**src/rtl/imem_loader_pkg.sv**
```systemverilog
// imem_loader_pkg
// Shared definitions for the boot-time instruction-memory loader:
//   loader_state_t        LOAD / HOLD / RUN / ERR sequencing states
//   IMEM_DEPTH_DEFAULT    default instruction memory size in words
//   HOLD_CYCLES_DEFAULT   default CPU reset hold after the last write
//   checksum_add()        running program checksum update (mod 2^32)
package imem_loader_pkg;

  typedef enum logic [1:0] {
    LOAD = 2'd0,
    HOLD = 2'd1,
    RUN  = 2'd2,
    ERR  = 2'd3
  } loader_state_t;

  localparam int IMEM_DEPTH_DEFAULT  = 64;
  localparam int HOLD_CYCLES_DEFAULT = 2;

  // Program checksum is a plain wrapping 32-bit sum of every written word.
  function automatic logic [31:0] checksum_add(input logic [31:0] sum_in,
                                               input logic [31:0] word_in);
    return sum_in + word_in;
  endfunction

endpackage

```
**src/rtl/imem_loader_if.sv**
```systemverilog
// imem_loader_if
// Instruction word stream from the host into the loader.
//   in_valid  source -> loader   in_data / in_last are valid
//   in_ready  loader -> source   loader accepts a word this cycle
//   in_data   source -> loader   32-bit instruction word
//   in_last   source -> loader   final word of the program
// Modports: master = word source (host / bench), slave = loader.
interface imem_loader_if;

  logic        in_valid;
  logic        in_ready;
  logic [31:0] in_data;
  logic        in_last;

  modport master (output in_valid, output in_data, output in_last, input in_ready);
  modport slave  (input in_valid, input in_data, input in_last, output in_ready);

endinterface

```
**src/rtl/imem_loader.sv**
```systemverilog
// imem_loader
// Streams a program into instruction memory at word addresses 0,1,2,...
// and holds the CPU in reset until the final word is written plus
// HOLD_CYCLES settle cycles, then releases it.
// Ports:
//   clk          single clock, rising edge
//   reset        asynchronous active-low reset
//   in_if        word stream (slave side: in_valid/in_data/in_last in, in_ready out)
//   reload       one-cycle restart request, honoured in RUN and ERR only
//   imem_we      instruction-memory write enable (registered)
//   imem_addr    instruction-memory word address (registered)
//   imem_wdata   instruction-memory write data (registered)
//   cpu_reset    active-high reset to the CPU
//   done         program loaded and CPU running
//   error        sticky overflow: DEPTH words accepted without in_last
//   word_count   words written since the last (re)start
//   checksum     wrapping 32-bit sum of the words written
module imem_loader
  import imem_loader_pkg::*;
#(
  parameter int DEPTH       = IMEM_DEPTH_DEFAULT,
  parameter int HOLD_CYCLES = HOLD_CYCLES_DEFAULT,
  localparam int AW         = $clog2(DEPTH)
) (
  input  logic              clk,
  input  logic              reset,
  imem_loader_if.slave      in_if,
  input  logic              reload,
  output logic              imem_we,
  output logic [AW-1:0]     imem_addr,
  output logic [31:0]       imem_wdata,
  output logic              cpu_reset,
  output logic              done,
  output logic              error,
  output logic [AW:0]       word_count,
  output logic [31:0]       checksum
);

  localparam int            HCW       = $clog2(HOLD_CYCLES + 1);
  localparam logic [AW:0]   LAST_IDX  = (AW+1)'(DEPTH - 1);
  localparam logic [HCW-1:0] HOLD_LAST = HCW'(HOLD_CYCLES);

  loader_state_t  state_r;
  logic           in_ready_r;
  logic [HCW-1:0] hold_cnt_r;
  logic           accept_s;

  assign in_if.in_ready = in_ready_r;
  assign accept_s       = in_if.in_valid & in_ready_r;

  // Loader sequencer: accepts words, drives the memory write port and the CPU reset.
  always_ff @(posedge clk or negedge reset) begin
    if (!reset) begin
      state_r    <= LOAD;
      in_ready_r <= 1'b0;
      hold_cnt_r <= '0;
      imem_we    <= 1'b0;
      imem_addr  <= '0;
      imem_wdata <= 32'h0000_0000;
      cpu_reset  <= 1'b1;
      done       <= 1'b0;
      error      <= 1'b0;
      word_count <= '0;
      checksum   <= 32'h0000_0000;
    end else begin
      case (state_r)
        LOAD: begin
          // in_ready_r is still 0 on the first edge after reset, so no word
          // can be accepted before the loader has advertised readiness.
          in_ready_r <= 1'b1;
          imem_we    <= 1'b0;
          if (accept_s) begin
            imem_we    <= 1'b1;
            imem_addr  <= word_count[AW-1:0];
            imem_wdata <= in_if.in_data;
            word_count <= word_count + (AW+1)'(1);
            checksum   <= checksum_add(checksum, in_if.in_data);
            if (in_if.in_last) begin
              state_r    <= HOLD;
              in_ready_r <= 1'b0;
              hold_cnt_r <= '0;
            end else if (word_count == LAST_IDX) begin
              // Memory is now full and the program never ended: the word is
              // still written, but the CPU must not be released.
              state_r    <= ERR;
              in_ready_r <= 1'b0;
              error      <= 1'b1;
            end else begin
              state_r <= LOAD;
            end
          end
        end
        HOLD: begin
          // Counts HOLD_CYCLES settle edges, releasing the CPU on the one after.
          imem_we    <= 1'b0;
          in_ready_r <= 1'b0;
          if (hold_cnt_r == HOLD_LAST) begin
            state_r   <= RUN;
            cpu_reset <= 1'b0;
            done      <= 1'b1;
          end else begin
            hold_cnt_r <= hold_cnt_r + HCW'(1);
          end
        end
        RUN, ERR: begin
          // Both terminal states hold their outputs until a reload restarts loading.
          imem_we    <= 1'b0;
          in_ready_r <= 1'b0;
          if (reload) begin
            state_r    <= LOAD;
            cpu_reset  <= 1'b1;
            done       <= 1'b0;
            error      <= 1'b0;
            word_count <= '0;
            checksum   <= 32'h0000_0000;
          end
        end
        default: begin
          // Unreachable encoding: fall back to a safe, CPU-in-reset LOAD.
          state_r    <= LOAD;
          in_ready_r <= 1'b0;
          imem_we    <= 1'b0;
          cpu_reset  <= 1'b1;
          done       <= 1'b0;
        end
      endcase
    end
  end

endmodule

```
**src/flat_wrapper.sv**
```systemverilog
// flat-port wrapper written by rule: the top's interface ports become plain ports
module imem_loader_flat import imem_loader_pkg::*;
#(
  parameter int DEPTH       = IMEM_DEPTH_DEFAULT,
  parameter int HOLD_CYCLES = HOLD_CYCLES_DEFAULT,
  localparam int AW         = $clog2(DEPTH)
)
  (clk, reset, reload, imem_we, imem_addr, imem_wdata, cpu_reset, done, error, word_count, checksum, in_if_in_valid, in_if_in_data, in_if_in_last, in_if_in_ready);
  imem_loader_if in_if_i ();
  input  logic clk;
  input  logic reset;
  input  logic reload;
  output logic imem_we;
  output logic [AW-1:0] imem_addr;
  output logic [31:0] imem_wdata;
  output logic cpu_reset;
  output logic done;
  output logic error;
  output logic [AW:0] word_count;
  output logic [31:0] checksum;
  input wire logic [$bits(in_if_i.in_valid)-1:0] in_if_in_valid;
  input wire logic [$bits(in_if_i.in_data)-1:0] in_if_in_data;
  input wire logic [$bits(in_if_i.in_last)-1:0] in_if_in_last;
  output wire logic [$bits(in_if_i.in_ready)-1:0] in_if_in_ready;
  assign in_if_i.in_valid = in_if_in_valid;
  assign in_if_i.in_data = in_if_in_data;
  assign in_if_i.in_last = in_if_in_last;
  assign in_if_in_ready = in_if_i.in_ready;
  imem_loader #(.DEPTH(DEPTH), .HOLD_CYCLES(HOLD_CYCLES)) u_core (.clk(clk), .reset(reset), .in_if(in_if_i), .reload(reload), .imem_we(imem_we), .imem_addr(imem_addr), .imem_wdata(imem_wdata), .cpu_reset(cpu_reset), .done(done), .error(error), .word_count(word_count), .checksum(checksum));
endmodule
```
**config.mk**
```make
export PLATFORM = sky130hd
export DESIGN_NAME = imem_loader_flat
export DESIGN_NICKNAME = d
export VERILOG_FILES = /design/src/rtl/imem_loader_pkg.sv /design/src/rtl/imem_loader_if.sv /design/src/rtl/imem_loader.sv /design/src/flat_wrapper.sv
export SDC_FILE = /design/constraint.sdc
export NUM_CORES = 1
export LEC_CHECK = 0
export BUFFER_PORTS_ARGS = -buffer_cell sky130_fd_sc_hd__clkbuf_2
export CAP_MARGIN = 20
export CORE_AREA = 2 2 89 134
export CTS_CLUSTER_DIAMETER = 30
export CTS_CLUSTER_SIZE = 24
export DETAILED_ROUTE_END_ITERATION = 6
export DIE_AREA = 0 0 91 136
export PLACE_DENSITY_LB_ADDON = 0.12
export SLEW_MARGIN = 20
export SYNTH_ARGS = -nofsm -noshare
export SYNTH_HDL_FRONTEND = slang
export SYNTH_SLANG_ARGS = --single-unit
```
**constraint.sdc**
```tcl
create_clock -name clk -period 3.9 [get_ports clk]
set_clock_uncertainty 0.15 [all_clocks]
set_input_delay 0.39 -clock clk [delete_from_list [all_inputs] [get_ports clk]]
set_output_delay 0.39 -clock clk [all_outputs]
set_load 0.05 [all_outputs]
```
==> impl_metrics.csv <==
group,metric,value,unit
cells_and_area,drive_above_1_share,21.38,%
sta,fin_crit,3.159,ns
routing,wl,12.70,mm
floorplan,fp.coreArea,11290,µm²
global_route,grt_pass1_wl,21.27,mm
routing,drtPass1Iterations,4,
critical_path,endpoint_kind,"flop",
sta,setup_viol,0,
yosys,synth_seq_cells,86,
power,vdd_drop_max,420.7,µV
sta,rsz0062_at_grt,"no",
yosys,synth_nets,643,
floorplan,num_rows,48,
clock_tree,cts.path.max_buffers,2,
placed_design,gp_congestion,0.8944,
yosys,synth_flop_cell,"dfrtp_1",
sta,relSlewSlack,39.78,%
cells_and_area,diodes,0,
placed_design,placed_area,5662,µm²
floorplan,die_y,136,µm
placed_design,io_buffers,118,
clock_tree,clock_sinks,86,
cells_and_area,final_area,5962,µm²
routing,drc,0,
routing,drtIter0Drc,156,
clock_tree,cts_tree,"done",
sta,finalWorstSetupSlack,0.7413,ns
sta,period_share,80.99,%
power,p_leak,3.084,nW
yosys,synth_cell_types,49,
routing,vias_per_cell,5.300,
status,status,"finished clean",
yosys,syn_avg_cell_area,8.629,µm²
hold_path,holdCritPathClass,"input port to asynchronous set/reset pin",
global_route,grt-ovfl-total,0,
yosys,synth_edf_count,0,
clock_tree,cts.repair.resized,0,
power,power_density,978.0,nW/µm²
routing,drtAntennaViolNets,0,
sta,setup_tns,0,ns
global_route,grt_pass1_vias,4356,
yosys,synthCells,572,
critical_path,required,3.95,ns
yosys,netlist_area,4936,µm²
run,maxCapViolations,0,
routing,wl_per_cell,15.24,µm
clock_tree,hold_buffers,0,
cells_and_area,synthToLayoutAreaGrowth,20.79,%
clock_tree,numCtsBuffers,9,
sta,fmax,316.6,MHz
floorplan,start_util,43.72,%
global_route,grt_antenna_before_repair,0,
sta,final-max-slew-violation-count,0,
clock_tree,cts_setup_buffers,0,
yosys,synth_async_sr_flop_share,100.0,%
sta,hold_viol_final,0,
clock_tree,h-tree-depth,3,
floorplan,pin_count,119,
floorplan,dieWidth,91,µm
cells_and_area,final_cell_mix,"nand2_1, clkbuf_2, dfrtp_1, nand3_1, a21oi_1",
power,fin_total_pwr,0.005831,W
cells_and_area,nFillCells,1149,
critical_path,path_max_fanout,4,
critical_path,arrival,3.21,ns
placed_design,pre_cts_ws,0.6468,ns
global_route,grt_max_degree,72,
clock_tree,cts_root_buf,"clkbuf_16",
yosys,ys_seq_area_share,43.62,%
placed_design,dp_hpwl,9.265,mm
cells_and_area,nets,750,
clock_tree,clkTransAtPathRegs,0.06,ns
clock_tree,clk_latency,0.34,ns
cells_and_area,layout_commonest_cell,"nand2_1",
floorplan,fp.dieArea,12380,µm²
routing,vias,4415,
global_route,track_usage,21.19,%
yosys,ys_warn_count,0,
sta,tightestPinTransition,0.9033,ns
critical_path,start_kind,"flop",
critical_path,worstSetupPathType,"flop to flop",
final cells by class:
| cell class | count | area, µm² | area share [%] |
|---|---|---|---|
| flip-flops and latches | 86 | 2153 | 36.12 |
| inverters | 9 | 33.78 | 0.5666 |
| clock inverters | 3 | 43.79 | 0.7345 |
| multi-input cells | 451 | 2664 | 44.68 |
| well taps | 150 | 187.7 | 3.148 |
| clock buffers | 12 | 256.5 | 4.302 |
| repair buffers | 122 | 623.1 | 10.45 |
worst max-delay path, stage by stage (launching register included):
cell and delay, ns:
dfrtp_1 0.38, ha_1 0.21, inv_1 0.07, fa_1 0.42
nor2b_4 0.14, o31a_1 0.17, or4_4 0.15, a31oi_4 0.11
a21oi_2 0.37, a21oi_1 0.20, o41ai_1 0.42, xnor2_1 0.16
o21ai_1 0.07
metrics by stage:
| stage | std cells | hold slack [ns] | util (%) |
|---|---|---|---|
| 2_1_floorplan | 572 | -0.05559 | - |
| 3_3_place_gp | 818 | 0.3072 | 50.14 |
| 3_5_place_dp | 818 | 0.3108 | 50.14 |
| 4_1_cts | 833 | 0.07051 | 52.80 |
| 5_1_grt | 833 | 0.1014 | 52.80 |
| 6_report | 833 | 0.02695 | 52.80 |
flip-flops by register name, indices dropped and copies added, names as in the netlist:
signal	count
u_core.imem_addr	6
u_core.hold_cnt_r	2
u_core.done	1
u_core.imem_we	1
u_core.cpu_reset	1
u_core.checksum	32
u_core.state_r	2
u_core.word_count	7
u_core.imem_wdata	32
u_core.in_if.in_ready	1
u_core.error	1
worst paths after layout:
kind	from	to	slack, ns	cells after the start
setup / recovery	u_core.checksum[0]	u_core.checksum[30]	0.74	12
setup reg to reg	u_core.checksum[0]	u_core.checksum[30]	0.74	12
max in group asynchronous	reset	u_core.imem_wdata[22]	2.76	2
hold / removal	reset	u_core.hold_cnt_r[1]	0.03	1
hold reg to reg	u_core.imem_wdata[26]	u_core.imem_wdata[26]	0.32	2
min in group clk	in_if_in_data[17]	u_core.imem_wdata[17]	0.11	3
routing by layer:
metal	wire [µm]	vias to the layer above	track usage (%)
li1	-	2195	-
met1	5522	2102	26.49
met2	6472	103	36.87
met3	509	15	4.102
met4	193	0	6.902
met5	0	-	0
synth_stat cells, drive strengths merged (5+ instances only):
library cell  number  share of area, %
nand3             39               4.0
o21ai             53               5.4
nand2            143                11
inv                8              0.61
xnor2             11               2.0
nor2              31               2.4
a21oi             36               3.7
xor2              19               3.4
clkbuf            23               1.7
nor2b              6              0.91
nor3               9              0.91
dfrtp             85                43
nand2b             7              0.89
a21o              14               2.1
ha                33               8.4
o21a               5              0.76
logic make-up (layout without fill, tap and decap cells):
family,after synthesis,count (layout),share of synthesized area (%)
XOR/XNOR,30,30,5.323
buffers and inverters,35,146,2.661
AND/OR/NAND/NOR,250,250,21.98
flip-flops,86,86,43.62
AO/OA/AOI/OAI,136,136,17.44
multiplexers,1,1,0.2028
adder cells (fa/ha/maj),34,34,8.771
report_power, final:
| part | leakage, nW | total [W] | internal [W] | switching, W |
|---|---|---|---|---|
| Clock | 0.149 | 0.000872 | 0.000528 | 0.000344 |
| Sequential | 1.10 | 0.00153 | 0.00126 | 0.000271 |
| Combinational | 1.84 | 0.00343 | 0.000979 | 0.00245 |
| Total | 3.08 | 0.00583 | 0.00276 | 0.00307 |
Power figures use the tool's default switching activity.
